## src/rtl/multicycle_control_if.sv

```systemverilog
// Control-unit <-> datapath/memory bundle for the multi-cycle RV32I core.
// The control unit takes the master side; the datapath/memory side takes the slave side.
interface multicycle_control_if #(
    parameter int RETIRE_W = 32,
    parameter int ALU_OP_W = 2
);
    logic [6:0]          opcode;
    logic                mem_ready;
    logic                branch_taken;
    logic                mem_req;
    logic                mem_we;
    logic                addr_sel;
    logic                ir_write;
    logic                pc_write;
    logic [1:0]          pc_sel;
    logic                reg_write;
    logic                mem_to_reg;
    logic [1:0]          out_sel;
    logic                alu_src_1;
    logic                alu_src_2;
    logic [ALU_OP_W-1:0] alu_op;
    logic                instr_done;
    logic [RETIRE_W-1:0] retired;
    logic                trap;
    logic [1:0]          trap_cause;

    modport master (
        input  opcode, mem_ready, branch_taken,
        output mem_req, mem_we, addr_sel, ir_write, pc_write, pc_sel, reg_write,
               mem_to_reg, out_sel, alu_src_1, alu_src_2, alu_op, instr_done,
               retired, trap, trap_cause
    );

    modport slave (
        output opcode, mem_ready, branch_taken,
        input  mem_req, mem_we, addr_sel, ir_write, pc_write, pc_sel, reg_write,
               mem_to_reg, out_sel, alu_src_1, alu_src_2, alu_op, instr_done,
               retired, trap, trap_cause
    );
endinterface

```

## src/rtl/multicycle_control.sv

```systemverilog
// Multi-cycle RV32I sequencing FSM: FETCH/DECODE/EXECUTE/MEM/WB/TRAP with memory
// req/ready timeout, datapath select decoding and a retired-instruction counter.
module multicycle_control #(
    parameter int MEM_TIMEOUT = 15,
    parameter int RETIRE_W    = 32,
    parameter int ALU_OP_W    = 2
) (
    input logic                  clk,
    input logic                  rst_n,
    multicycle_control_if.master ctl
);
    localparam logic [6:0] OP_LOAD   = 7'h03;
    localparam logic [6:0] OP_STORE  = 7'h23;
    localparam logic [6:0] OP_OP     = 7'h33;
    localparam logic [6:0] OP_OP_IMM = 7'h13;
    localparam logic [6:0] OP_LUI    = 7'h37;
    localparam logic [6:0] OP_AUIPC  = 7'h17;
    localparam logic [6:0] OP_BRANCH = 7'h63;
    localparam logic [6:0] OP_JAL    = 7'h6F;
    localparam logic [6:0] OP_JALR   = 7'h67;

    // CTL_ALU_* encodings shared with the ALU decoder in defines.v
    localparam logic [ALU_OP_W-1:0] ALU_ADD    = ALU_OP_W'(0);
    localparam logic [ALU_OP_W-1:0] ALU_OP     = ALU_OP_W'(1);
    localparam logic [ALU_OP_W-1:0] ALU_OP_IMM = ALU_OP_W'(2);
    localparam logic [ALU_OP_W-1:0] ALU_BRANCH = ALU_OP_W'(3);

    localparam int TMO_W = (MEM_TIMEOUT > 1) ? $clog2(MEM_TIMEOUT + 1) : 1;

    typedef enum logic [2:0] {FETCH, DECODE, EXECUTE, MEM, WB, TRAP} state_t;

    state_t              state, state_nxt;
    logic [TMO_W-1:0]    tmo_cnt;
    logic [RETIRE_W-1:0] retired;
    logic                trap;
    logic [1:0]          trap_cause, cause_nxt;
    logic                timed_out;
    logic                legal;
    logic                ex_src_1, ex_src_2;
    logic [ALU_OP_W-1:0] ex_op;

    assign timed_out = (MEM_TIMEOUT != 0) && !ctl.mem_ready &&
                       (tmo_cnt == TMO_W'(MEM_TIMEOUT - 1));

    assign ctl.retired    = retired;
    assign ctl.trap       = trap;
    assign ctl.trap_cause = trap_cause;

    always_comb begin
        legal    = 1'b1;
        ex_src_1 = 1'b0;
        ex_src_2 = 1'b0;
        ex_op    = ALU_ADD;
        case (ctl.opcode)
            OP_LOAD, OP_STORE: ex_src_2 = 1'b1;
            OP_OP:             ex_op = ALU_OP;
            OP_OP_IMM: begin
                ex_src_2 = 1'b1;
                ex_op    = ALU_OP_IMM;
            end
            OP_AUIPC: begin
                ex_src_1 = 1'b1;
                ex_src_2 = 1'b1;
            end
            OP_BRANCH:                 ex_op = ALU_BRANCH;
            OP_LUI, OP_JAL, OP_JALR:   ex_op = ALU_ADD;
            default:                   legal = 1'b0;
        endcase
    end

    always_comb begin
        state_nxt      = state;
        cause_nxt      = 2'b00;
        ctl.mem_req    = 1'b0;
        ctl.mem_we     = 1'b0;
        ctl.addr_sel   = 1'b0;
        ctl.ir_write   = 1'b0;
        ctl.pc_write   = 1'b0;
        ctl.pc_sel     = 2'b00;
        ctl.reg_write  = 1'b0;
        ctl.mem_to_reg = 1'b0;
        ctl.out_sel    = 2'b00;
        ctl.alu_src_1  = 1'b0;
        ctl.alu_src_2  = 1'b0;
        ctl.alu_op     = ALU_ADD;
        ctl.instr_done = 1'b0;
        case (state)
            FETCH: begin
                ctl.mem_req = 1'b1;
                if (ctl.mem_ready) begin
                    ctl.ir_write = 1'b1;
                    state_nxt    = DECODE;
                end else if (timed_out) begin
                    state_nxt = TRAP;
                    cause_nxt = 2'b10;
                end
            end
            DECODE: begin
                if (legal) begin
                    state_nxt = EXECUTE;
                end else begin
                    state_nxt = TRAP;
                    cause_nxt = 2'b01;
                end
            end
            EXECUTE: begin
                ctl.alu_src_1 = ex_src_1;
                ctl.alu_src_2 = ex_src_2;
                ctl.alu_op    = ex_op;
                if (ctl.opcode == OP_LOAD || ctl.opcode == OP_STORE) begin
                    state_nxt = MEM;
                end else if (ctl.opcode == OP_BRANCH) begin
                    ctl.pc_write   = 1'b1;
                    ctl.pc_sel     = ctl.branch_taken ? 2'b10 : 2'b00;
                    ctl.instr_done = 1'b1;
                    state_nxt      = FETCH;
                end else begin
                    state_nxt = WB;
                end
            end
            MEM: begin
                // ALU selects stay as in EXECUTE so the memory address is stable
                ctl.mem_req   = 1'b1;
                ctl.addr_sel  = 1'b1;
                ctl.mem_we    = (ctl.opcode == OP_STORE);
                ctl.alu_src_1 = ex_src_1;
                ctl.alu_src_2 = ex_src_2;
                ctl.alu_op    = ex_op;
                if (ctl.mem_ready) begin
                    if (ctl.opcode == OP_STORE) begin
                        ctl.pc_write   = 1'b1;
                        ctl.instr_done = 1'b1;
                        state_nxt      = FETCH;
                    end else begin
                        state_nxt = WB;
                    end
                end else if (timed_out) begin
                    state_nxt = TRAP;
                    cause_nxt = 2'b11;
                end
            end
            WB: begin
                ctl.reg_write  = 1'b1;
                ctl.pc_write   = 1'b1;
                ctl.instr_done = 1'b1;
                state_nxt      = FETCH;
                ctl.alu_src_1  = ex_src_1;
                ctl.alu_src_2  = ex_src_2;
                ctl.alu_op     = ex_op;
                case (ctl.opcode)
                    OP_LOAD: ctl.mem_to_reg = 1'b1;
                    OP_LUI:  ctl.out_sel = 2'b01;
                    OP_JAL, OP_JALR: begin
                        ctl.out_sel   = 2'b10;
                        ctl.pc_sel    = 2'b01;
                        ctl.alu_src_1 = (ctl.opcode == OP_JAL);
                        ctl.alu_src_2 = 1'b1;
                        ctl.alu_op    = ALU_ADD;
                    end
                    default: ;
                endcase
            end
            TRAP:    state_nxt = TRAP;
            default: state_nxt = FETCH;
        endcase
        // Nothing may be written or requested while reset is held
        if (!rst_n) begin
            ctl.mem_req    = 1'b0;
            ctl.mem_we     = 1'b0;
            ctl.ir_write   = 1'b0;
            ctl.pc_write   = 1'b0;
            ctl.reg_write  = 1'b0;
            ctl.instr_done = 1'b0;
        end
    end

    always_ff @(posedge clk or negedge rst_n) begin
        if (!rst_n) begin
            state      <= FETCH;
            tmo_cnt    <= '0;
            retired    <= '0;
            trap       <= 1'b0;
            trap_cause <= 2'b00;
        end else begin
            state <= state_nxt;
            if (state_nxt != state && (state_nxt == FETCH || state_nxt == MEM))
                tmo_cnt <= '0;
            else if ((state == FETCH || state == MEM) && !ctl.mem_ready)
                tmo_cnt <= tmo_cnt + TMO_W'(1);
            if (ctl.instr_done)
                retired <= retired + RETIRE_W'(1);
            if (state != TRAP && state_nxt == TRAP) begin
                trap       <= 1'b1;
                trap_cause <= cause_nxt;
            end
        end
    end
endmodule

```

## src/flat_wrapper.sv

```systemverilog
// flat-port wrapper written by rule: the top's interface ports become plain ports
module multicycle_control_flat 
#(
    parameter int MEM_TIMEOUT = 15,
    parameter int RETIRE_W    = 32,
    parameter int ALU_OP_W    = 2
)
  (clk, rst_n, ctl_opcode, ctl_mem_ready, ctl_branch_taken, ctl_mem_req, ctl_mem_we, ctl_addr_sel, ctl_ir_write, ctl_pc_write, ctl_pc_sel, ctl_reg_write, ctl_mem_to_reg, ctl_out_sel, ctl_alu_src_1, ctl_alu_src_2, ctl_alu_op, ctl_instr_done, ctl_retired, ctl_trap, ctl_trap_cause);
  multicycle_control_if #(.RETIRE_W(RETIRE_W), .ALU_OP_W(ALU_OP_W)) ctl_i ();
  input logic clk;
  input logic rst_n;
  input wire logic [$bits(ctl_i.opcode)-1:0] ctl_opcode;
  input wire logic [$bits(ctl_i.mem_ready)-1:0] ctl_mem_ready;
  input wire logic [$bits(ctl_i.branch_taken)-1:0] ctl_branch_taken;
  output wire logic [$bits(ctl_i.mem_req)-1:0] ctl_mem_req;
  output wire logic [$bits(ctl_i.mem_we)-1:0] ctl_mem_we;
  output wire logic [$bits(ctl_i.addr_sel)-1:0] ctl_addr_sel;
  output wire logic [$bits(ctl_i.ir_write)-1:0] ctl_ir_write;
  output wire logic [$bits(ctl_i.pc_write)-1:0] ctl_pc_write;
  output wire logic [$bits(ctl_i.pc_sel)-1:0] ctl_pc_sel;
  output wire logic [$bits(ctl_i.reg_write)-1:0] ctl_reg_write;
  output wire logic [$bits(ctl_i.mem_to_reg)-1:0] ctl_mem_to_reg;
  output wire logic [$bits(ctl_i.out_sel)-1:0] ctl_out_sel;
  output wire logic [$bits(ctl_i.alu_src_1)-1:0] ctl_alu_src_1;
  output wire logic [$bits(ctl_i.alu_src_2)-1:0] ctl_alu_src_2;
  output wire logic [$bits(ctl_i.alu_op)-1:0] ctl_alu_op;
  output wire logic [$bits(ctl_i.instr_done)-1:0] ctl_instr_done;
  output wire logic [$bits(ctl_i.retired)-1:0] ctl_retired;
  output wire logic [$bits(ctl_i.trap)-1:0] ctl_trap;
  output wire logic [$bits(ctl_i.trap_cause)-1:0] ctl_trap_cause;
  assign ctl_i.opcode = ctl_opcode;
  assign ctl_i.mem_ready = ctl_mem_ready;
  assign ctl_i.branch_taken = ctl_branch_taken;
  assign ctl_mem_req = ctl_i.mem_req;
  assign ctl_mem_we = ctl_i.mem_we;
  assign ctl_addr_sel = ctl_i.addr_sel;
  assign ctl_ir_write = ctl_i.ir_write;
  assign ctl_pc_write = ctl_i.pc_write;
  assign ctl_pc_sel = ctl_i.pc_sel;
  assign ctl_reg_write = ctl_i.reg_write;
  assign ctl_mem_to_reg = ctl_i.mem_to_reg;
  assign ctl_out_sel = ctl_i.out_sel;
  assign ctl_alu_src_1 = ctl_i.alu_src_1;
  assign ctl_alu_src_2 = ctl_i.alu_src_2;
  assign ctl_alu_op = ctl_i.alu_op;
  assign ctl_instr_done = ctl_i.instr_done;
  assign ctl_retired = ctl_i.retired;
  assign ctl_trap = ctl_i.trap;
  assign ctl_trap_cause = ctl_i.trap_cause;
  multicycle_control #(.MEM_TIMEOUT(MEM_TIMEOUT), .RETIRE_W(RETIRE_W), .ALU_OP_W(ALU_OP_W)) u_core (.clk(clk), .rst_n(rst_n), .ctl(ctl_i));
endmodule
```

## config.mk

```make
export PLATFORM = sky130hd
export DESIGN_NAME = multicycle_control_flat
export DESIGN_NICKNAME = d
export VERILOG_FILES = /design/src/rtl/multicycle_control_if.sv /design/src/rtl/multicycle_control.sv /design/src/flat_wrapper.sv
export SDC_FILE = /design/constraint.sdc
export NUM_CORES = 1
export LEC_CHECK = 0
export ABC_CLOCK_PERIOD_IN_PS = 2300
export CORE_MARGIN = 4
export CORE_UTILIZATION = 47
export CTS_BUF_LIST = sky130_fd_sc_hd__clkbuf_2 sky130_fd_sc_hd__clkbuf_4 sky130_fd_sc_hd__clkbuf_8
export CTS_CLUSTER_DIAMETER = 150
export DETAILED_ROUTE_END_ITERATION = 16
export PLACE_DENSITY_LB_ADDON = 0.12
export REMOVE_ABC_BUFFERS = 1
export SLEW_MARGIN = 10
export SYNTH_ARGS = -nofsm -noshare
export SYNTH_HDL_FRONTEND = slang
export SYNTH_SLANG_ARGS = --single-unit
```

## constraint.sdc

```tcl
create_clock -name clk -period 2.3 [get_ports clk]
set_clock_uncertainty 0.2 [all_clocks]
set_input_delay 0.46 -clock clk [delete_from_list [all_inputs] [get_ports clk]]
set_output_delay 0.46 -clock clk [all_outputs]
set_load 0.005 [all_outputs]
```

==> results.txt, run 1 <==
For the pin with the worst max-slew slack, the measured transition is 0.5408 ns. The start-to-end type of the worst setup path is flip-flop to primary output. After synthesis, flip-flops and latches occupy 40.46% of the total area. The peak clock frequency supported by timing is 383.7 MHz. In this run, synthesis inferred 0 flip-flops with an integrated enable. The final clock period utilization by the worst path is 113.3%. After Yosys synthesis, and, or, nand and nor cells account for 31.65% of the synthesized area. The worst ir drop on vdd came out at 0.7614 mV. The total DRC errors in the routed layout is 0. In this run the power density over the cells is 829.4 nW/um2. The largest family of logic cells by synthesized area is simple AND/OR/NAND/NOR gates.

The total area inside the core boundary comes to 5238 um2. Buffers placed on the I/O ports in this run total 61. The flip-flop cell with the highest count after synthesis is sky130_fd_sc_hd__dfrtp_1. The global router's overall resource usage is 24.75%. The number of cells on the worst reg-to-reg path came out at 7. The max-slew violation count is 0. Entering global routing, the biggest net connects 22 pins. The number of register bits inferred by synthesis came out at 42. The headroom to the max-slew limit is 63.85%. Setup repair after global routing could not meet its margin everywhere. The worst setup path is captured at a primary output. The highest cell delay on the worst timing path is 0.51 ns. The largest buffer count on any clock path is 2. The antenna violation net count after detailed routing is 0.

The clock latency on the worst-skew pair came out at 0.30 ns. The critical path goes through buf_6 -> nand2b_4 -> or4_4 -> nand3_4 -> and2_4 -> buf_6 -> buf_6. The number of antenna cells inserted is 0. Once the floorplan was initialized, standard cells occupied 49.59% of the core.

The via count of the first global-routing pass came out at 2614. The async set-or-reset flop fraction in the synthesized netlist is 100.0%. Summing the areas of all xor and xnor instances in the mapped netlist gives 12.14% of the synthesized area. Setup violations remaining at the end of the flow were counted as 18. The final core utilization is 82.80%. At the end of the flow, the number of nets in the layout was 431. The adder-cell area share of the yosys netlist is 1.445%.

The number of warnings printed during yosys synthesis came out at 0. Detailed routing inserted a total of 2875 vias. The die boundary height is 82.34 um. The congestion estimate from routability-driven global placement came to 0.8753.

After the first detailed-routing iteration, the DRC count stood at 201. Of the cells placed in the final design, the portion with a size suffix greater than 1 is 39.47%. The cell count after placement came out at 439. The arrival time of data at the critical path endpoint came out at 1.95 ns. The width of the chip is 82.34 um. The worst setup path is launched from a flip-flop. In the synthesized netlist, mux cells make up 0.8189% of the area. The H-tree level count is 2.

The half-perimeter wire length after detailed placement is 5121 um. The number of fill cells is 305. The checks that failed: negative setup slack. The number of library cell types mapped by synthesis came out at 60. The most numerous cell type found on the critical path is sky130_fd_sc_hd__buf_6. The largest individual stage delay along the critical path comes from the cell sky130_fd_sc_hd__or4_4. The total global routing overflow came out at 0. The number of sinks driven by the clock tree came out at 42. The wire length of the first global-routing pass came out at 12850 um. Compared with the post-synthesis result, the final layout area differs by 66.96%. The final hold violation count is 0. The initial antenna violation count came out at 0. The number of max-cap violations came out at 0. The root buffer cell is sky130_fd_sc_hd__clkbuf_8. The finished layout holds 488 standard cells, fillers aside. Clock-pin slew was measured on the worst setup and hold paths at 0.08 ns. The routed length per placed instance came out at 18.78 um.

Summing internal, switching and leakage power gives 0.003597 W. The cell leakage power is 2.012 nW. The post-detailed-routing wire length came out at 9164 um. TritonCTS built the clock tree. The number of instances in the synthesized netlist is 273. The path category of the worst min-delay check is primary input to asynchronous set/reset pin.

The number of buffers added by the clock tree synthesis step is 5. In the post-route analysis, the smallest setup slack over all paths is -0.3065 ns. Along the worst path, the maximum fanout reaches 3.

The flow ran to the end, but the final reports show violations. Hold is met by 0.07945 ns. The data required time at the worst endpoint came out at 1.64 ns. The mean instance size in the synthesized netlist is 9.515 um2. In the final layout, flip-flops and latches occupy 1051 um2. The top-level I/O count came out at 62. The number of iterations in the first detailed-routing pass is 5.

The fraction of the mapped netlist area in compound gates came out at 9.104%. The vias per cell is 5.891. In this run the cell area of the synthesized design comes to 2597 um2. The floorplan die area came out at 6780 um2. The number of placement rows is 26. The final critical delay including setup and external delays came out at 2.606 ns. The multi-input combinational cells in the finished layout cover a total of 1718 um2.
[flip-flops by register name, indices dropped and copies added, names as in the netlist]
register               count
u_core.ctl.retired        32
u_core.ctl.trap            1
u_core.ctl.trap_cause      2
u_core.state               3
u_core.tmo_cnt             4
[routing by layer]
layer / track usage [%] / vias up / share of wire [%]
li1: - / 1284 / -
met1: 33.63 / 1389 / 42
met2: 39.74 / 167 / 48
met3: 4.772 / 35 / 7.3
met4: 7.641 / 0 / 3.0
met5: 0 / - / 0
[cell type report]
| class | instances | area share, % |
|---|---|---|
| multi-input cells | 207 | 39.61 |
| repair buffers | 152 | 30.55 |
| flip-flops and latches | 42 | 24.24 |
| well taps | 70 | 2.020 |
| clock buffers | 5 | 1.587 |
| clock inverters | 3 | 1.125 |
| inverters | 9 | 0.8656 |
[worst max-delay path: cells and delay by family (launching register included)]
| kind | cells | cell delay, ns |
|---|---|---|
| DFF | 1 | 0.43 |
| and+or+nand+nor | 4 | 0.90 |
| buffers and inverters | 3 | 0.32 |
[logic make-up after synthesis]
kind of cell	count (synthesis)
simple gates	134
flops	42
xor+xnor	36
compound gates	31
buf+inv	25
fa+ha+maj	3
mux	2
[repair_timing]
item / in CTS / in global routing
resized for setup: 116 / 40
setup buffers: 29 / 15
hold endpoints to repair: 1 / 0
setup endpoints to repair: 34 / 42
pin swaps: 25 / 20
cloned: 1 / 0
hold buffers: 2 / 0
[worst paths after layout]
kind | start | endpoint | slack [ns]
max in group asynchronous | rst_n | u_core.ctl.retired[9]$_DFFE_PN0P_ | 1.12
setup reg to reg | u_core.ctl.retired[1]$_DFFE_PN0P_ | u_core.ctl.retired[26]$_DFFE_PN0P_ | -0.12
hold reg to reg | u_core.ctl.retired[13]$_DFFE_PN0P_ | u_core.ctl.retired[13]$_DFFE_PN0P_ | 0.30
setup / recovery | u_core.state[2]$_DFF_PN0_ | ctl_instr_done | -0.31
hold / removal | rst_n | u_core.ctl.trap_cause[0]$_DFFE_PN0P_ | 0.08
min in group clk | u_core.ctl.retired[13]$_DFFE_PN0P_ | u_core.ctl.retired[13]$_DFFE_PN0P_ | 0.30
[stage by stage]
step           instance area [um2]  TNS (ns)  worst slack (ns)
2_1_floorplan                 2517   -0.6155           -0.2137
3_3_place_gp                  3593    -19.78           -0.9183
3_5_place_dp                  3593    -20.67           -0.9436
4_1_cts                       4140    -3.116           -0.2608
5_1_grt                       4337    -3.718           -0.3563
6_report                      4337    -2.550           -0.3065
[cell usage in the layout, fill, tap and decap left out, drive strengths merged, types with 2 or more instances in the layout]
cell type      Yosys  layout
dlygate4sd3        0       2
xnor2             19      19
or4                3       3
or3                2       2
nand2             20      20
buf                7     104
and2               3       3
nor4               5       5
nand4b             2       2
a31oi              4       4
dlygate4sd2        0       3
and3               8       9
clkinvlp           0       2
dfrtp             42      42
nor2              15      15
nand3             22      22
nor3b              4       4
xor2              17      17
clkbuf             9      10
and4               3       3
a21oi              4       4
clkdlybuf4s50      0      37
ha                 3       3
nand4             18      18
a2111oi            3       3
a221oi             2       2
nand4bb            2       2
nor2b              2       2
o21ai              8       8
nor3              15      15
nand3b             2       2
inv                9       9
nand2b             3       3
[where the power goes]
group / total, W / switching [W] / internal, W
combinational: 0.00206 / 0.000980 / 0.00108
sequential: 0.000929 / 0.0000970 / 0.000832
clock: 0.000606 / 0.000276 / 0.000331
total: 0.00360 / 0.00135 / 0.00224
[synth_stat cells (all sizes together) (3+ instances only)]
cell / instances / area (um2)
clkbuf: 9 / 35.03
nor3b: 4 / 30.03
a2111oi: 3 / 51.30
o21ai: 8 / 40.04
ha: 3 / 37.54
or4: 3 / 30.03
buf: 7 / 45.03
nor4: 5 / 65.07
xnor2: 19 / 166.4
a21oi: 4 / 20.02
dfrtp: 42 / 1051
nor2: 15 / 56.30
nand4: 18 / 127.6
a31oi: 4 / 25.02
nor3: 15 / 75.07
nand2b: 3 / 18.77
inv: 9 / 33.78
and4: 3 / 28.78
and3: 8 / 55.05
nand2: 20 / 75.07
xor2: 17 / 148.9
and2: 3 / 18.77
nand3: 22 / 110.1
Note: power is estimated with default switching activity, not from simulation.
==> inputs of run 2 (changes only) <==
--- a/config.mk
+++ b/config.mk
@@ -6,10 +6,10 @@
 export NUM_CORES = 1
 export LEC_CHECK = 0
 export ABC_CLOCK_PERIOD_IN_PS = 2300
+export CAP_MARGIN = 20
 export CORE_MARGIN = 4
 export CORE_UTILIZATION = 47
 export CTS_BUF_LIST = sky130_fd_sc_hd__clkbuf_2 sky130_fd_sc_hd__clkbuf_4 sky130_fd_sc_hd__clkbuf_8
-export CTS_CLUSTER_DIAMETER = 150
 export DETAILED_ROUTE_END_ITERATION = 16
 export PLACE_DENSITY_LB_ADDON = 0.12
 export REMOVE_ABC_BUFFERS = 1
==> results of run 2 <==
The final DEF is identical to that of run 1; final timing and power are the same.
==> inputs of run 3 (changes only) <==
--- a/config.mk
+++ b/config.mk
@@ -5,7 +5,7 @@
 export SDC_FILE = /design/constraint.sdc
 export NUM_CORES = 1
 export LEC_CHECK = 0
-export ABC_CLOCK_PERIOD_IN_PS = 2300
+export ABC_CLOCK_PERIOD_IN_PS = 2200
 export CAP_MARGIN = 20
 export CORE_MARGIN = 4
 export CORE_UTILIZATION = 47
==> constraint.sdc (replaced) <==
create_clock -name clk -period 2.2 [get_ports clk]
set_clock_uncertainty 0.2 [all_clocks]
set_input_delay 0.44 -clock clk [delete_from_list [all_inputs] [get_ports clk]]
set_output_delay 0.44 -clock clk [all_outputs]
set_load 0.005 [all_outputs]
==> results.txt, run 3 (synthesis results as in run 1) <==
Result of the run: finished with violations (unchanged). Violations in the final reports: negative setup slack (unchanged). The initial antenna violation count is 0 (unchanged).

The count of input and output buffers is 61 (unchanged). The final clock period utilization by the worst path is 113.4%. The critical path launch point type is a flip-flop (unchanged). The power density of the placed cells came to 827.5 nW/um2 (was 829.4 nW/um2). The die boundary height is 82.34 um (unchanged). The data required time at the worst endpoint came out at 1.56 ns (was 1.64 ns).

The fraction of power consumed by combinational cells is 53.5% (was 57.3%). The path category of the worst min-delay check is primary input to asynchronous set/reset pin (unchanged). The top-level I/O count is 62 (unchanged). The worst ir drop on vdd came out at 0.6768 mV (was 0.7614 mV). The vias per cell came out at 5.397 (was 5.891). The final weighted congestion in routability-driven placement came out at 0.8939 (was 0.8753).

The global router's overall resource usage is 23.37% (was 24.75%). The number of buffers and inverters on the critical path came out at 4 (was 3). The total via count in the routed design came out at 2580 (was 2875). The worst setup slack for register-to-register paths is -0.03 ns (was -0.12 ns). The layout net count came out at 421 (was 431). The number of cells on the worst reg-to-reg path is 5 (was 7). The headroom to the max-slew limit is 72.66% (was 63.85%). The root buffer cell is sky130_fd_sc_hd__clkbuf_8 (unchanged). The largest buffer count on any clock path is 2 (unchanged). The total internal power was 0.002186 W (was 0.002244 W). The antenna violation net count after detailed routing is 0 (unchanged). The pin count of the biggest net entering global routing is 29 (was 22). The peak clock frequency supported by timing came out at 400.9 MHz.

The clock-pin slew reported for the worst setup and hold paths after clock tree synthesis came out at 0.08 ns (about the same). The register bank with the most flops is u_core.ctl.retired (unchanged). The highest net fanout along the worst path came to 4 (was 3).

The area of the core was 5238 um2 (unchanged). The start-to-end type of the worst setup path is flip-flop to primary output (unchanged). The final core utilization is 79.74% (was 82.80%). The number of placement rows came out at 26 (unchanged). The H-tree level count was 2 (unchanged). The cell leakage power is 1.907 nW (was 2.012 nW). The total design power came out at 0.003456 W (was 0.003597 W). Commonest cells after routing, fill and taps aside: sky130_fd_sc_hd__buf_4, sky130_fd_sc_hd__dfrtp_1, sky130_fd_sc_hd__clkdlybuf4s50_1 (unchanged). The kind of end point of the critical path is a primary output (unchanged). The initial cell density of the core is 49.59% (unchanged).

The worst setup slack after layout came out at -0.2941 ns (was -0.3065 ns). The final critical delay including setup and external delays is 2.494 ns. The net switching share of the total power was 36.76% (was 37.60%). Largest registers: u_core.ctl.retired (32), u_core.tmo_cnt (4), u_core.state (3) (unchanged). The total negative slack is -2.338 ns (was -2.550 ns).

The post-detailed-routing wire length came to 7664 um (was 9164 um). The total DRC errors in the routed layout is 0 (unchanged). The floorplan die area came out at 6780 um2 (unchanged). The routed length per placed instance is 16.03 um (was 18.78 um). The clock tree from TritonCTS is yes (unchanged). The top cell family by delay on the critical path is simple AND/OR/NAND/NOR gates (unchanged). The max-slew violation count came out at 0 (unchanged). The initial DRC count came out at 98 (was 201). The part of the power in the clock network is 18.2% (was 16.9%). The number of fill cells came out at 355 (was 305). The area growth from synthesis to layout came to 60.79% (was 66.96%).

The worst flop-to-flop path startpoint is u_core.state[0]$_DFF_PN0_ (was u_core.ctl.retired[1]$_DFFE_PN0P_). The total global routing overflow is 0 (unchanged). The measured slew at the worst slew-check pin is 0.4093 ns (was 0.5408 ns). The number of buffers added by the clock tree synthesis step is 5 (unchanged). The share of cells above drive strength 1 came out at 38.48% (was 39.47%). The cell type with the highest occurrence count on the critical path is sky130_fd_sc_hd__buf_4 (was sky130_fd_sc_hd__buf_6). The number of iterations in the first detailed-routing pass is 4 (was 5).

The clock latency on the worst-skew pair is 0.29 ns (was 0.30 ns). The number of sinks driven by the clock tree is 42 (unchanged). The final hold violation count is 0 (unchanged). The arrival time of data at the critical path endpoint was 1.85 ns (was 1.95 ns).

RSZ-0062 raised after global routing: yes (unchanged). The number of flip-flops under the largest register name is 32 (unchanged). The number of antenna cells inserted is 0 (unchanged).

The final-report setup violation count is 15 (was 18). The reg-to-reg endpoint was u_core.ctl.retired[27]$_DFFE_PN0P_ (was u_core.ctl.retired[26]$_DFFE_PN0P_). The width of the chip came to 82.34 um (unchanged). The number of max-cap violations is 0 (unchanged).

The via count of the first global-routing pass is 2515 (was 2614). Worst path cell trace: buf_4 -> or3_4 -> nor3_2 -> buf_4 -> buf_6 -> a32o_1 -> buf_2 (was buf_6 -> nand2b_4 -> or4_4 -> nand3_4 -> and2_4 -> buf_6 -> buf_6). The sequential cell fraction of total power is 28.3% (was 25.8%). The half-perimeter wire length after detailed placement is 5207 um (was 5121 um).

The highest cell delay on the worst timing path came to 0.43 ns (was 0.51 ns). The cell with the largest stage delay on the worst path is sky130_fd_sc_hd__dfrtp_1 (was sky130_fd_sc_hd__or4_4). The post-route cell area came out at 4177 um2 (was 4337 um2). The leading cell type in the layout, fill and taps excluded is sky130_fd_sc_hd__buf_4 (unchanged). The placement-stage cell area is 3616 um2 (was 3593 um2).

The wire length of the first global-routing pass is 12330 um (was 12850 um). The switching power total came out at 0.001270 W (was 0.001353 W).
run 3: changes by cell type in the layout (fill, tap and decap cells not counted), moves of 3 or more:
cell and change:
sky130_fd_sc_hd__buf_4 +4, sky130_fd_sc_hd__buf_6 -10, sky130_fd_sc_hd__clkbuf_2 -4, sky130_fd_sc_hd__nor4_2 +3
sky130_fd_sc_hd__nor3_2 +3
run 3: per-layer routing:
| metal | global-route usage (%) | share of wire, % |
|---|---|---|
| met2 | 37.50 | 49 |
| met4 | 3.987 | 0.63 |
| met5 | 0 | 0 |
| met1 | 32.97 | 46 |
| met3 | 4.772 | 4.1 |
run 3: how the worst max path moves through the flow:
stage	end	from	depth (start not counted)	slack (ns)
2_1_floorplan	u_core.ctl.retired[1]$_DFFE_PN0P_	ctl_opcode[4]	5	-0.29
3_3_place_gp	ctl_instr_done	ctl_opcode[4]	6	-0.98
3_5_place_dp	ctl_instr_done	ctl_opcode[4]	6	-0.99
4_1_cts	ctl_instr_done	u_core.state[2]$_DFF_PN0_	6	-0.25
5_1_grt	ctl_alu_src_1	u_core.state[0]$_DFF_PN0_	7	-0.34
6_report	ctl_alu_src_1	u_core.state[0]$_DFF_PN0_	7	-0.29
run 3: worst register-to-register path: stages, from the launching register on:
cell                      delay (ns)
sky130_fd_sc_hd__dfrtp_1        0.43
sky130_fd_sc_hd__buf_6          0.14
sky130_fd_sc_hd__or4_4          0.54
sky130_fd_sc_hd__and3_4         0.28
sky130_fd_sc_hd__nor4_2         0.38
sky130_fd_sc_hd__xor2_1         0.20
run 3: layout make-up:
class / count / area [um2] / area share, %
clock buffers: 5 / 68.82 / 1.648
flip-flops and latches: 42 / 1052 / 25.19
inverters: 9 / 33.78 / 0.8089
well taps: 70 / 87.58 / 2.097
repair buffers: 143 / 1219 / 29.18
multi-input cells: 206 / 1667 / 39.90
clock inverters: 3 / 48.80 / 1.168
run 3: repair_timing:
action,4_1_cts,5_1_grt
gates resized for setup,101,34
hold buffers,1,0
endpoints found under the hold margin,15,0
pin swaps,14,11
endpoints found under the setup margin,55,35
setup buffers,23,6
run 3: power by group through the flow:
stage               registers, W  logic, W  clock network [W]
floorplan                0.00103  0.000581                  0
global placement        0.000977   0.00134                  0
detailed placement      0.000984   0.00136                  0
CTS                     0.000969   0.00168           0.000642
global route            0.000990   0.00199           0.000673
finish                  0.000977   0.00185           0.000631
run 3: metrics by stage:
| stage | std cells | hold WS (ns) | setup WS, ns |
|---|---|---|---|
| detailed placement | 442 | 0.2616 | -0.9886 |
| CTS | 473 | 0.07376 | -0.2487 |
| global placement | 442 | 0.2552 | -0.9788 |
| floorplan | 257 | -0.05559 | -0.2937 |
| global route | 478 | 0.1008 | -0.3389 |
| finish | 478 | 0.08439 | -0.2941 |
